### config.mk
export PLATFORM = sky130hd
export DESIGN_NAME = lut_config_loader
export DESIGN_NICKNAME = d
export VERILOG_FILES = /design/src/rtl/lut_cfg_pkg.sv /design/src/rtl/cfg_byte_serializer.sv /design/src/rtl/lut_config_loader.sv
export SDC_FILE = /design/constraint.sdc
export NUM_CORES = 1
export LEC_CHECK = 0
export BUFFER_PORTS_ARGS = -buffer_cell sky130_fd_sc_hd__buf_2
export CELL_PAD_IN_SITES_DETAIL_PLACEMENT = 2
export CELL_PAD_IN_SITES_GLOBAL_PLACEMENT = 2
export CORE_MARGIN = 8
export CORE_UTILIZATION = 28
export DETAILED_ROUTE_END_ITERATION = 8
export PLACE_DENSITY_LB_ADDON = 0.15
export RECOVER_POWER = 25
export SLEW_MARGIN = 30
export SYNTH_ARGS = -nofsm -noshare
export SYNTH_HDL_FRONTEND = slang
export SYNTH_SLANG_ARGS = --single-unit
### constraint.sdc
create_clock -name clock -period 1.3 [get_ports clock]
set_input_delay 0.26 -clock clock [delete_from_list [all_inputs] [get_ports clock]]
set_output_delay 0.26 -clock clock [all_outputs]
set_load 0.03 [all_outputs]
### src/rtl/lut_cfg_pkg.sv
// Shared types and helpers for the LUT configuration loader.
package lut_cfg_pkg;

  localparam int unsigned BYTE_W = 8;

  typedef enum logic [1:0] {
    StIdle,
    StFetch,
    StShift,
    StCommit
  } state_e;

  // Number of host bytes needed to fill a chain of the given length.
  function automatic int unsigned bytes_for(int unsigned chain_bits);
    return (chain_bits + BYTE_W - 1) / BYTE_W;
  endfunction

endpackage

### src/rtl/cfg_byte_serializer.sv
// Holds one configuration byte and emits it LSB-first, one bit per shift.
module cfg_byte_serializer
  import lut_cfg_pkg::*;
(
  input  logic              clock,
  input  logic              reset,
  input  logic              load,
  input  logic [BYTE_W-1:0] data,
  input  logic              shift,
  input  logic              stop,
  output logic              data_bit,
  output logic              last_bit
);

  localparam int unsigned IdxW = $clog2(BYTE_W);

  logic [BYTE_W-1:0] sreg_q;
  logic [IdxW-1:0]   idx_q;

  always_ff @(posedge clock) begin
    if (reset) begin
      sreg_q <= '0;
      idx_q  <= '0;
    end else if (load) begin
      sreg_q <= data;
      idx_q  <= '0;
    end else if (shift) begin
      sreg_q <= sreg_q >> 1;
      idx_q  <= idx_q + IdxW'(1);
    end
  end

  assign data_bit = sreg_q[0];
  // stop truncates a partial final byte; remaining upper bits are dropped.
  assign last_bit = (idx_q == IdxW'(BYTE_W - 1)) || stop;

endmodule

### src/rtl/lut_config_loader.sv
// Accepts config bytes from a host and shifts them LSB-first into the LUT chain,
// then issues a single commit strobe.
module lut_config_loader
  import lut_cfg_pkg::*;
#(
  parameter int unsigned CHAIN_BITS = 16,
  parameter int unsigned CNT_W      = $clog2(CHAIN_BITS + 1)
) (
  input  logic              clock,
  input  logic              reset,
  input  logic              start,
  input  logic [BYTE_W-1:0] in_data,
  input  logic              in_valid,
  output logic              in_ready,
  output logic              cfg_bit,
  output logic              cfg_shift,
  output logic              cfg_commit,
  output logic              busy,
  output logic              done
);

  localparam logic [CNT_W-1:0] LastCnt = CNT_W'(CHAIN_BITS - 1);

  state_e           state_q, state_d;
  logic [CNT_W-1:0] cnt_q, cnt_d;
  logic             done_q, done_d;
  logic             load;
  logic             stop;
  logic             ser_bit;
  logic             last_bit;

  // The bit being shifted this cycle is the final bit of the chain.
  assign stop = (cnt_q == LastCnt);

  cfg_byte_serializer u_ser (
    .clock    (clock),
    .reset    (reset),
    .load     (load),
    .data     (in_data),
    .shift    (cfg_shift),
    .stop     (stop),
    .data_bit (ser_bit),
    .last_bit (last_bit)
  );

  always_ff @(posedge clock) begin
    if (reset) begin
      state_q <= StIdle;
      cnt_q   <= '0;
      done_q  <= 1'b0;
    end else begin
      state_q <= state_d;
      cnt_q   <= cnt_d;
      done_q  <= done_d;
    end
  end

  always_comb begin
    state_d = state_q;
    cnt_d   = cnt_q;
    done_d  = done_q;
    load    = 1'b0;
    unique case (state_q)
      StIdle: begin
        if (start) begin
          state_d = StFetch;
          cnt_d   = '0;
          done_d  = 1'b0;
        end
      end
      StFetch: begin
        if (in_valid) begin
          load    = 1'b1;
          state_d = StShift;
        end
      end
      StShift: begin
        cnt_d = cnt_q + CNT_W'(1);
        if (last_bit) begin
          state_d = stop ? StCommit : StFetch;
        end
      end
      StCommit: begin
        state_d = StIdle;
        done_d  = 1'b1;
      end
      default: state_d = StIdle;
    endcase
  end

  assign in_ready   = (state_q == StFetch);
  assign cfg_shift  = (state_q == StShift);
  assign cfg_bit    = cfg_shift & ser_bit;
  assign cfg_commit = (state_q == StCommit);
  assign busy       = (state_q != StIdle);
  assign done       = done_q;

endmodule
# Word-level counts from Yosys, hierarchy flattened
# Index checks and enable logic that the tools add are counted.
# word_totals
ff_bits	19
wordCells	39
romBits	0
out_inout_bits	6
ram_bits	0
n_memories	0
latch_bits	0
inputBits	12
# op_classes
multipliers	0
eq_ne	8
muxes	13
addsub	2
n_reduce_logical	10
bitwise	1
div	0
shift	0
magnitude_cmp	0
# op_table
cell	n
$mux 8	2
$pmux 5 s2	1
$mux 2	4
$pmux 2 s4	1
$reduce_bool 2->1	4
$add 5x1->5 const B	1
$eq 5x4->1 const B	1
$mux 5	1
$eq 2x2->1 const B	2
$ne 2x2->1 const B	2
$reduce_and 2->1	2
$add 3x1->3 const B	1
$eq 3x3->1 const B	1
$mux 1	3
$reduce_and 3->1	1
$eq 2x1->1 const B	1
$logic_not 2->1	1
$ne 2x1->1 const B	1
$pmux 1 s2	1
$reduce_or 2->1	1
$and 1x1->1	1
$logic_or 1x1->1	1

# Depth between registers and ports, before layout
# Gate-level depths: netlist of the first run.
# logic_depth
depth_word	4
ltp_mapped	6
depth_no_buf	5

# Modules after synthesis
# From an unflattened synthesis of the first run, not the netlist that was laid out.
# hier_totals
cells_unflattened	97
hier_area_um2	904.6
# by_module_without_submodules
module	n_inst	area_each_um2	seq_area_each_um2	cells_per_inst
cfg_byte_serializer	1	503.0	220.2	48
lut_config_loader	1	401.6	160.2	49

# Worst setup path after synthesis of the first run
# No wires, ideal clock.
# synth_path
path_type	register to output
start	register state_q[0]
end	output port cfg_bit
n_path_buf	2
slack_ns	-0.141
arrival_ns	1.181
stages_incl_launch_ff	6
t_required_ns	1.040
path_cell_list	dfxtp_1 > buf_6 > nand2b_4 > clkinv_1 > buf_4 > and2_1
# synth_between
elab_chain_cells	2
# synth_lines
element	line_no	text
from (decl)	lut_config_loader.sv:24	state_e state_q, state_d;
from (signal assigned)	lut_config_loader.sv:48	state_q <= StIdle;
from (signal assigned)	lut_config_loader.sv:52	state_q <= state_d;
$eq 2x2->1	lut_config_loader.sv:92	assign cfg_shift = (state_q == StShift);
via cfg_shift	lut_config_loader.sv:16	output logic cfg_shift,
$and 1x1->1	lut_config_loader.sv:93	assign cfg_bit = cfg_shift & ser_bit;
to (decl)	lut_config_loader.sv:15	output logic cfg_bit,
# The timed path passes the listed nets, and every way through them passes these cells.

# Worst setup path after layout of the first run
# layout_path
start	register state_q[1]
end	output port busy
# layout_between
elab_chain_cells	1
# layout_lines
element	line_no	text
$reduce_bool 2->1	lut_config_loader.sv:95	assign busy = (state_q != StIdle);
to (decl)	lut_config_loader.sv:18	output logic busy,
# Every way passes these cells.

==> results of run 1 <==
report_power, final:
part,switching (mW),leakage (nW),internal [mW]
combinational,0.122,0.324,0.126
clock,0.198,0.0177,0.115
sequential,0.0167,0.156,0.603
total,0.337,0.498,0.843
worst max-delay path, cell delays in order, from the launching register on:
cell	delay, ns
dfxtp_4	0.38
buf_6	0.13
or2_4	0.22
buf_6	0.14
layout make-up:
cell class,instances,area [µm²],share of cell area [%]
multi-input combinational,69,489,38.4
sequential,19,388,30.5
timing repair buffer,36,292,22.9
tap,44,55.1,4.32
clock buffer,3,22.5,1.77
inverter,4,22.5,1.77
clock inverter,1,5.00,0.393
final timing paths:
| kind | endpoint | slack [ns] | cells after the start |
|---|---|---|---|
| setup / recovery | busy | -0.12 | 3 |
| setup reg to reg | u_ser.sreg_q[6] | 0.02 | 6 |
| hold / removal | u_ser.sreg_q[7] | 0.19 | 3 |
| hold reg to reg | u_ser.sreg_q[0] | 0.48 | 2 |
state kept, by name, indices dropped and copies added, names as in the netlist:
signal        cells
u_ser.idx_q       3
state_q           2
done              1
cnt_q             5
u_ser.sreg_q      8
synthesized netlist by cell type, drive strengths merged:
cell      n
a21oi    10
o21ai     2
a2bb2oi   1
clkinv    1
buf       6
nand3    11
and3      1
dfxtp    19
or3       1
ha        4
and3b     1
xnor2     1
mux2i     3
o21bai    1
nand3b    2
clkbuf    1
nor3      4
nor2      8
a31oi     2
a22oi     8
a311oi    1
nand2b    2
and2      2
or2       1
nand2     3
inv       3
cells by family (layout without fill, tap and decap cells):
family / Yosys count / in the layout / synth area share (%)
and+or+nand+nor: 36 / 36 / 21.7
AOI/OAI and AO/OA: 25 / 25 / 17.9
DFF: 19 / 19 / 43.2
buffers and inverters: 11 / 44 / 7.10
adders and majority gates: 4 / 4 / 5.68
muxes: 3 / 3 / 3.41
xor gates and xnor gates: 1 / 1 / 0.994
what timing repair did:
action,CTS,global route
pin swaps,2,4
cloned,0,0
buffers inserted,8,2
endpoints found under the setup margin,7,13
resized for setup,23,6
layout by cell type (no fill, tap or decap), types with 2 or more instances in the layout:
| cell | synthesis | layout |
|---|---|---|
| buf_6 | 2 | 5 |
| a31oi_1 | 2 | 2 |
| dfxtp_2 | 0 | 3 |
| clkbuf_4 | 0 | 3 |
| nor2_1 | 8 | 8 |
| nand2_1 | 3 | 3 |
| ha_4 | 0 | 2 |
| nand3_1 | 11 | 10 |
| a21oi_1 | 10 | 10 |
| buf_12 | 0 | 2 |
| nor3_1 | 4 | 4 |
| o21ai_0 | 2 | 2 |
| dfxtp_1 | 19 | 15 |
| inv_1 | 3 | 2 |
| nand3b_1 | 2 | 2 |
| ha_1 | 4 | 2 |
| buf_2 | 2 | 11 |
| buf_4 | 1 | 16 |
| a22oi_1 | 8 | 7 |
| mux2i_1 | 3 | 3 |
metal layers:
metal	wire [µm]	global-route usage, %	part of all wire [%]
met5	0	0	0
met1	1220	12.6	47
met2	1290	16.8	50
met3	71	2.20	2.7
met4	22	4.76	0.84
==> qor.txt, run 1 <==
Run status -> finished with violations
Failing checks -> setup timing
TritonRoute pass-1 iters -> 3
Worst Setup SP -> state_q[1]
Setup WS pre-CTS -> -0.0310 ns
Share of the yosys chip area belonging to registers -> 43.2%
Via count -> 846
Global placement routability congestion -> 0.728
Syn Nets -> 115
I/O Buffers -> 17
Cts hold-fix bufs -> 0
Hold crit path type -> in2reg
Area grow syn2layout -> 44.6%
Crit Path Category -> reg2out
Share of cells above drive strength 1 -> 41.7%
# DRC -> 0
H-Tree Depth -> 1
Iteration-0 DRC Markers -> 20
Die H -> 72.1 µm
Initial antenna violation count -> 0
Clock Latency Late Sink -> 0.30 ns
First-pass GRT wire length -> 4280 µm
Average cell area after synthesis -> 8.90 µm²
Avg WL per Cell -> 14.8 µm
Max Cap Viol -> 0
Placed insts -> 162
DP HPWL -> 1740 µm
Worst-Margin Slew -> 0.385 ns
Row cnt -> 20
Die X-Extent -> 72.1 µm
CTS Sinks -> 19
I/O Pins -> 18
Non-Filler Instances -> 176
Design Area, Final -> 0.00127 mm²
Layout Nets -> 149
Setup crit end kind -> primary output
Mapped Area -> 881 µm²
Synth Register Bits -> 19
Netlist cell types -> 30
Top cell type's share of synthesized area -> 43.2%
Largest net degree at the start of global routing -> 20
Filler Cells Inserted -> 330
Total GRT Usage -> 10.3%
Finish-stage setup viols -> 5
Die ar. -> 0.00520 mm²
CTS clk-pin slew, worst paths -> 0.12 ns
Initial core utilization -> 29.1%
N_diodes -> 0
Final WS setup -> -0.124 ns
Area contributors post-synth -> dfxtp_1, a22oi_1, nand3_1
Final hold viol count -> 0
DP Area -> 0.00107 mm²
Cell taking the most area after synthesis -> dfxtp_1
Crit path required time -> 1.04 ns
Crit path arrival time -> 1.16 ns
Kind of start point of the critical path -> register
Slew HR -> 74.2%
Yosys warns -> 0
Skew final -> 0.00326 ns
RSZ-0062 raised after global routing -> yes
Max Slew Vio Count -> 0
CTS tree -> built
Worst hold start -> in_data[7]
Worst hold margin -> 0.194 ns
Tot Pwr -> 1.18 mW
Fmax -> 702 MHz
TritonCTS Buffers -> 3
Syn Inst Count -> 99
Setup tns final -> -0.437 ns
Pleak -> 0.498 nW
Grt ovf -> 0
Min cycle time layout -> 1.42 ns
IR drop worst, VDD -> 0.000394 V
Drt via density -> 4.81
Vias in the first global route -> 895
Final core utilization -> 42.1%
Post-route ant nets -> 0
CP Max Fanout -> 5
WL final -> 2610 µm
Fin crit share -> 110%
Clock Root Buffer -> clkbuf_4
Power per cell area -> 927 mW/mm²
Core footprint -> 0.00303 mm²
R2R Path Start -> state_q[0]
Clk buf depth -> 2
Note: power is estimated with default switching activity, not from simulation.
==> run 2: changes to the inputs <==
--- a/config.mk
+++ b/config.mk
@@ -5,15 +5,15 @@
 export SDC_FILE = /design/constraint.sdc
 export NUM_CORES = 1
 export LEC_CHECK = 0
+export ABC_AREA = 1
 export BUFFER_PORTS_ARGS = -buffer_cell sky130_fd_sc_hd__buf_2
 export CELL_PAD_IN_SITES_DETAIL_PLACEMENT = 2
 export CELL_PAD_IN_SITES_GLOBAL_PLACEMENT = 2
 export CORE_MARGIN = 8
-export CORE_UTILIZATION = 28
+export CORE_UTILIZATION = 26
 export DETAILED_ROUTE_END_ITERATION = 8
 export PLACE_DENSITY_LB_ADDON = 0.15
 export RECOVER_POWER = 25
-export SLEW_MARGIN = 30
 export SYNTH_ARGS = -nofsm -noshare
 export SYNTH_HDL_FRONTEND = slang
 export SYNTH_SLANG_ARGS = --single-unit
==> run 2 against run 1 <==
Against the previous run:
- the flow still finishes with violations (setup timing)
- via count is 21% higher
- core utilization is 4.1 points lower
- area after synthesis is 7.5% higher
- clock power is 6% higher
- non-clock buffer count is 2 lower
- worst setup slack better by 0.062 ns
- die area is 12% higher
- fmax is 4.6% higher
- clock skew is 0.0056 ns higher
- register-to-register slack worse by 0.06 ns
- sequential share of layout area is 1.7 points lower
- first-iteration DRC count stayed put
==> qor.txt, run 2 <==
CTS Sinks -> 19 (unchanged)
IR drop worst, VDD -> 0.000395 V (+0.19%)
Hold Crit Depth -> 2 (-1)
Filler Cells Inserted -> 442 (+34%)
Max Cap Viol -> 0 (unchanged)
Layout Nets -> 191 (+28%)
Yosys warns -> 0 (unchanged)
Crit path depth -> 4 (+1)
CP cell instances -> inv_4 -> nand2_4 -> nor2_4 -> buf_6
Die ar. -> 0.00583 mm² (+12%)
Tot Pwr -> 1.59 mW (+34%)
Crit path arrival time -> 1.10 ns (-0.06 ns)
Initial antenna violation count -> 0 (unchanged)
DP Area -> 0.00119 mm² (+11%)
Max incr delay on CP -> 0.40 ns (+0.02 ns)
Largest net degree at the start of global routing -> 16 (-20%)
Prevailing post-synth register cell -> dfxtp_1
Slowest-stage cell, CP -> dfxtp_4
CTS clk-pin slew, worst paths -> 0.11 ns (about the same)
N_diodes -> 0 (unchanged)
Synth Register Bits -> 19 (unchanged)
Reg with most FFs -> u_ser.sreg_q
Max Slew Vio Count -> 0 (unchanged)
Cell taking the most area after synthesis -> dfxtp_1
Skew final -> 0.00886 ns (+0.00560 ns)
Final hold viol count -> 0 (unchanged)
Asr flop ratio synth -> 0% (unchanged)
CTS tree -> built
Initial core utilization -> 26.5% (-2.6 points)
Top cell type's share of synthesized area -> 40.2% (-3.0 points)
Pleak -> 0.589 nW (+18%)
Crit path buffers/inverters -> 2 (unchanged)
Failing checks -> setup timing
Crit Path Category -> reg2out
Avg WL per Cell -> 14.3 µm (-3.3%)
Setup crit end kind -> primary output
Most common cell after layout, fill and taps aside -> nor2_1
Grt ovf -> 0 (unchanged)
Share of the yosys chip area belonging to registers -> 40.2% (-3.0 points)
TritonCTS Buffers -> 3 (unchanged)
Die H -> 76.4 µm (+5.9%)
Setup tns final -> -0.243 ns (+0.194 ns)
Fin crit share -> 105% (-4.8 points)
Slew HR -> 69.8% (-4.4 points)
Kind of start point of the critical path -> register
Clk buf depth -> 2 (unchanged)
CP top delay family -> flip-flops
Worst-Margin Slew -> 0.450 ns (+0.0649 ns)
Total GRT Usage -> 11.7% (+1.4 points)
Run status -> finished with violations
Most common library cells after synthesis -> nor2_1, inv_1, nand2_1, dfxtp_1, a21oi_1
Final WS setup -> -0.0612 ns (+0.0625 ns)
Via count -> 1021 (+21%)
Average cell area after synthesis -> 6.77 µm² (-24%)
Design Area, Final -> 0.00136 mm² (+6.8%)
Syn Inst Count -> 140 (+41%)
Clock Root Buffer -> clkbuf_4
Most frequent cells in the layout -> nor2_1, inv_1, nand2_1
Global placement routability congestion -> 0.748 (+2.7%)
Worst reg2reg path depth -> 6 (unchanged)
CP Max Fanout -> 6 (+1)
Post-synth EDFFs -> 0 (unchanged)
Netlist cell types -> 19 (-37%)
I/O Buffers -> 17 (unchanged)
I/O Pins -> 18 (unchanged)
Drt via density -> 4.60 (-4.3%)
Finish-stage setup viols -> 6 (+1)
Vias in the first global route -> 1172 (+31%)
Max FFs per register -> 8 (unchanged)
Core footprint -> 0.00358 mm² (+18%)
# DRC -> 0 (unchanged)
Die X-Extent -> 76.4 µm (+5.9%)
WL final -> 3180 µm (+22%)
Area contributors post-synth -> dfxtp_1, nor2_1, inv_1
Mapped Area -> 947 µm² (+7.5%)
RSZ-0062 raised after global routing -> yes
Hold crit path type -> in2reg
Share of cells above drive strength 1 -> 33.3% (-8.3 points)
First-pass GRT wire length -> 5560 µm (+30%)
Largest registers -> u_ser.sreg_q: 8 flops, cnt_q: 5 flops, u_ser.idx_q: 3 flops
Clock Latency Late Sink -> 0.32 ns (+0.02 ns)
Area grow syn2layout -> 43.6%
DP HPWL -> 2310 µm (+32%)
Syn Nets -> 156 (+36%)
TritonRoute pass-1 iters -> 3 (unchanged)
Power per cell area -> 1170 mW/mm² (+26%)
Fmax -> 735 MHz (+4.6%)
Iteration-0 DRC Markers -> 20 (unchanged)
Row cnt -> 22 (+10%)
Post-route ant nets -> 0 (unchanged)
Crit path required time -> 1.04 ns (about the same)
Cts hold-fix bufs -> 0 (unchanged)
Count leader, synth -> nor2_1
Min cycle time layout -> 1.36 ns (-0.0625 ns)
H-Tree Depth -> 1 (unchanged)
==> run 2: cell families (layout without fill, tap and decap cells) <==
logic type               Yosys count  count (layout)  share of synthesized area (%)
buffers and inverters             28              62                           12.2
adder cells (fa/ha/maj)            4               4                           5.28
flip-flops                        19              19                           40.2
AO/OA/AOI/OAI                     21              21                           11.4
AND/OR/NAND/NOR                   67              67                           30.1
XOR/XNOR                           1               1                          0.925
==> run 2: final cells by class <==
type	instances	area, µm²	area share, %
multi-input combinational	93	512	37.6
sequential	19	390	28.7
timing repair buffer	34	273	20.1
inverter	24	97.6	7.18
tap	48	60.1	4.42
clock buffer	3	22.5	1.66
clock inverter	1	5.00	0.368
==> run 2: worst register-to-register path, stage by stage (launching register included) <==
cell     delay, ns
dfxtp_2       0.38
ha_4          0.14
inv_2         0.04
nor3_2        0.10
ha_2          0.28
or2_1         0.22
a21oi_1       0.12
==> run 2: path summary, 6_finish.rpt <==
check	slack, ns	end	startpoint
worst min-delay path	0.18	state_q[0]	reset
worst max register to register	-0.04	cnt_q[4]	cnt_q[0]
worst min register to register	0.49	u_ser.idx_q[2]	u_ser.idx_q[2]
worst max-delay path	-0.06	cfg_bit	state_q[0]
==> run 2: power by group <==
group	internal (mW)	total, mW	switching [mW]
Combinational	0.257	0.576	0.318
Clock	0.115	0.331	0.215
Sequential	0.632	0.681	0.0491
==> run 2: layer usage <==
metal / GRT usage [%] / vias up / wire, µm
li1: - / 510 / -
met5: 0 / - / 0
met4: 4.62 / 0 / 50
met1: 12.3 / 493 / 1380
met3: 2.48 / 5 / 86
met2: 22.0 / 13 / 1670
==> run 2: repair_timing <==
action	in CTS	in global routing
setup endpoints to repair	12	12
setup buffers	1	4
endpoints found under the hold margin	0	0
gates resized for setup	31	6
pin swaps	6	3
==> run 2: through the flow <==
step / instances / worst slack, ns / hold WS, ns / utilization (%)
after global routing: 222 / -0.115 / 0.186 / 38.0
final: 222 / -0.0612 / 0.180 / 38.0
after detailed placement: 213 / -0.111 / 0.478 / 33.1
after floorplan: 140 / 0.0126 / 0.329 / -
after CTS: 218 / -0.0839 / 0.171 / 36.8
after global placement: 213 / 0.00174 / 0.457 / 33.1
==> run 3: changes to the inputs <==
--- a/config.mk
+++ b/config.mk
@@ -10,9 +10,10 @@
 export CELL_PAD_IN_SITES_DETAIL_PLACEMENT = 2
 export CELL_PAD_IN_SITES_GLOBAL_PLACEMENT = 2
 export CORE_MARGIN = 8
-export CORE_UTILIZATION = 26
+export CORE_UTILIZATION = 27
+export CTS_BUF_LIST = sky130_fd_sc_hd__clkbuf_8
 export DETAILED_ROUTE_END_ITERATION = 8
-export PLACE_DENSITY_LB_ADDON = 0.15
+export PLACE_DENSITY_LB_ADDON = 0.12
 export RECOVER_POWER = 25
 export SYNTH_ARGS = -nofsm -noshare
 export SYNTH_HDL_FRONTEND = slang
==> run 3 against run 2 <==
Against the previous run:
- the flow still finishes with violations (setup timing)
- hold slack gained 0.11 ns
- critical path type is now reg2reg
- critical endpoint is now cnt_q[4]
- die area shrank 2.9%
- fmax grew 2.1%
- clock skew shrank 0.0054 ns
- sequential cell count is the same
- routed wire length shrank 7.2%
- clock power grew 27%
- largest cell class unchanged
==> qor.txt, run 3 (same netlist as run 2, synthesis figures left out) <==
Run status -> finished with violations
Failing checks -> setup timing
CTS clk-pin slew, worst paths -> 0.08 ns (-0.03 ns)
Die H -> 75.2 µm (-1.5%)
Max Slew Vio Count -> 0 (unchanged)
Avg WL per Cell -> 13.6 µm (-4.7%)
Fmax -> 750 MHz (+2.1%)
Via count -> 1004 (-1.7%)
Max Cap Viol -> 0 (unchanged)
Grt ovf -> 0 (unchanged)
# DRC -> 0 (unchanged)
Crit path arrival time -> 1.53 ns (+0.43 ns)
Die X-Extent -> 75.2 µm (-1.5%)
Worst hold margin -> 0.286 ns (+0.106 ns)
Crit Path Category -> reg2reg
Worst-Margin Slew -> 0.403 ns (-0.0467 ns)
CTS Sinks -> 19 (unchanged)
Die ar. -> 0.00566 mm² (-2.9%)
Pleak -> 0.557 nW (-5.4%)
Max FFs per register -> 8 (unchanged)
Initial core utilization -> 28.2% (+1.7 points)
Kind of start point of the critical path -> register
Most frequent cells in the layout -> nor2_1, inv_1, nand2_1
Finish-stage setup viols -> 2 (-4)
Slew HR -> 72.9% (+3.1 points)
Setup tns final -> -0.0445 ns (+0.199 ns)
Layout Nets -> 187 (-2.1%)
Largest net degree at the start of global routing -> 16 (unchanged)
Vias in the first global route -> 1043 (-11%)
Most common cell after layout, fill and taps aside -> nor2_1
H-Tree Depth -> 1 (unchanged)
Hold crit path type -> in2reg
Largest registers -> u_ser.sreg_q: 8 flops, cnt_q: 5 flops, u_ser.idx_q: 3 flops
Skew final -> 0.00343 ns (-0.00542 ns)
N_diodes -> 0 (unchanged)
Share of cells above drive strength 1 -> 27.6% (-5.7 points)
Initial antenna violation count -> 0 (unchanged)
Drt via density -> 4.65 (+1.1%)
Filler Cells Inserted -> 431 (-2.5%)
IR drop worst, VDD -> 0.000326 V (-17%)
Final core utilization -> 38.4% (+0.35 points)
CTS tree -> built
WL final -> 2950 µm (-7.2%)
Global placement routability congestion -> 0.730 (-2.3%)
Min cycle time layout -> 1.33 ns (-0.0279 ns)
Iteration-0 DRC Markers -> 29 (+45%)
Clock Latency Late Sink -> 0.26 ns (-0.06 ns)
Crit path required time -> 1.50 ns (+0.46 ns)
DP HPWL -> 2120 µm (-7.9%)
TritonRoute pass-1 iters -> 3 (unchanged)
I/O Pins -> 18 (unchanged)
Setup WS pre-CTS -> -0.0352 ns (+0.0760 ns)
Tot Pwr -> 1.58 mW (-0.40%)
Final WS setup -> -0.0333 ns (+0.0279 ns)
Final hold viol count -> 0 (unchanged)
Power per cell area -> 1230 mW/mm² (+5.0%)
CP Max Fanout -> 2 (-4)
Total GRT Usage -> 10.9% (-0.86 points)
I/O Buffers -> 17 (unchanged)
Fin crit share -> 103% (-2.1 points)
Setup crit end kind -> register
Clock Root Buffer -> clkbuf_8
Row cnt -> 21 (-4.5%)
RSZ-0062 raised after global routing -> yes
First-pass GRT wire length -> 4700 µm (-16%)
Area grow syn2layout -> 36.2%
TritonCTS Buffers -> 3 (unchanged)
Post-route ant nets -> 0 (unchanged)
Reg with most FFs -> u_ser.sreg_q
Core footprint -> 0.00336 mm² (-6.0%)
Clk buf depth -> 2 (unchanged)
[run 3: cell types whose count changed in the layout (fill, tap and decap cells not counted), sizes merged]
cell    change
buf         -6
clkbuf      +2
clkinv      -1
inv         +1
[run 3: critical path: stages (launching register included)]
cell and delay (ns):
dfxtp_2 0.37, ha_4 0.14, inv_2 0.04, nor3_2 0.16, ha_1 0.24, or2_1 0.20
a21oi_1 0.13
[run 3: layout make-up]
cell class	instances	area (µm²)	area share, %
Multi-Input combinational cell	93	499	38.7
Sequential cell	19	390	30.3
Timing Repair Buffer	30	203	15.7
Inverter	24	95.1	7.37
Tap cell	46	57.6	4.46
Clock buffer	3	41.3	3.20
Clock inverter	1	3.75	0.291
[run 3: timing repair]
action | 4_1_cts | 5_1_grt
buffers inserted | 1 | 4
hold endpoints to repair | 0 | 0
pin swaps | 0 | 6
gates resized for setup | 15 | 12
endpoints found under the setup margin | 11 | 16
hold buffers | 0 | 0
[run 3: final timing paths]
| path | to | depth (start not counted) | from | slack, ns |
|---|---|---|---|---|
| max reg2reg | cnt_q[4] | 6 | cnt_q[1] | -0.03 |
| max | cnt_q[4] | 6 | cnt_q[1] | -0.03 |
| min reg2reg | cnt_q[4] | 2 | cnt_q[4] | 0.47 |
| min | u_ser.sreg_q[7] | 3 | in_data[7] | 0.29 |
[run 3: metrics by stage]
step                      area, µm²  std cells
after global placement         1130        207
after CTS                      1220        212
after global routing           1290        216
after floorplan                 951        140
after detailed placement       1130        207
final                          1290        216
[run 3: layer usage]
layer,wire length (µm),part of all wire (%),global-route usage [%]
met5,0,0,0
met4,14,0.48,3.84
met3,100,3.4,2.40
met2,1520,52,19.4
met1,1310,44,12.3
[run 3: power by group]
| group | leakage, nW | internal (mW) | switching [mW] | total, mW |
|---|---|---|---|---|
| combinational | 0.374 | 0.187 | 0.292 | 0.480 |
| clock | 0.0269 | 0.210 | 0.211 | 0.422 |
| sequential | 0.156 | 0.632 | 0.0484 | 0.680 |
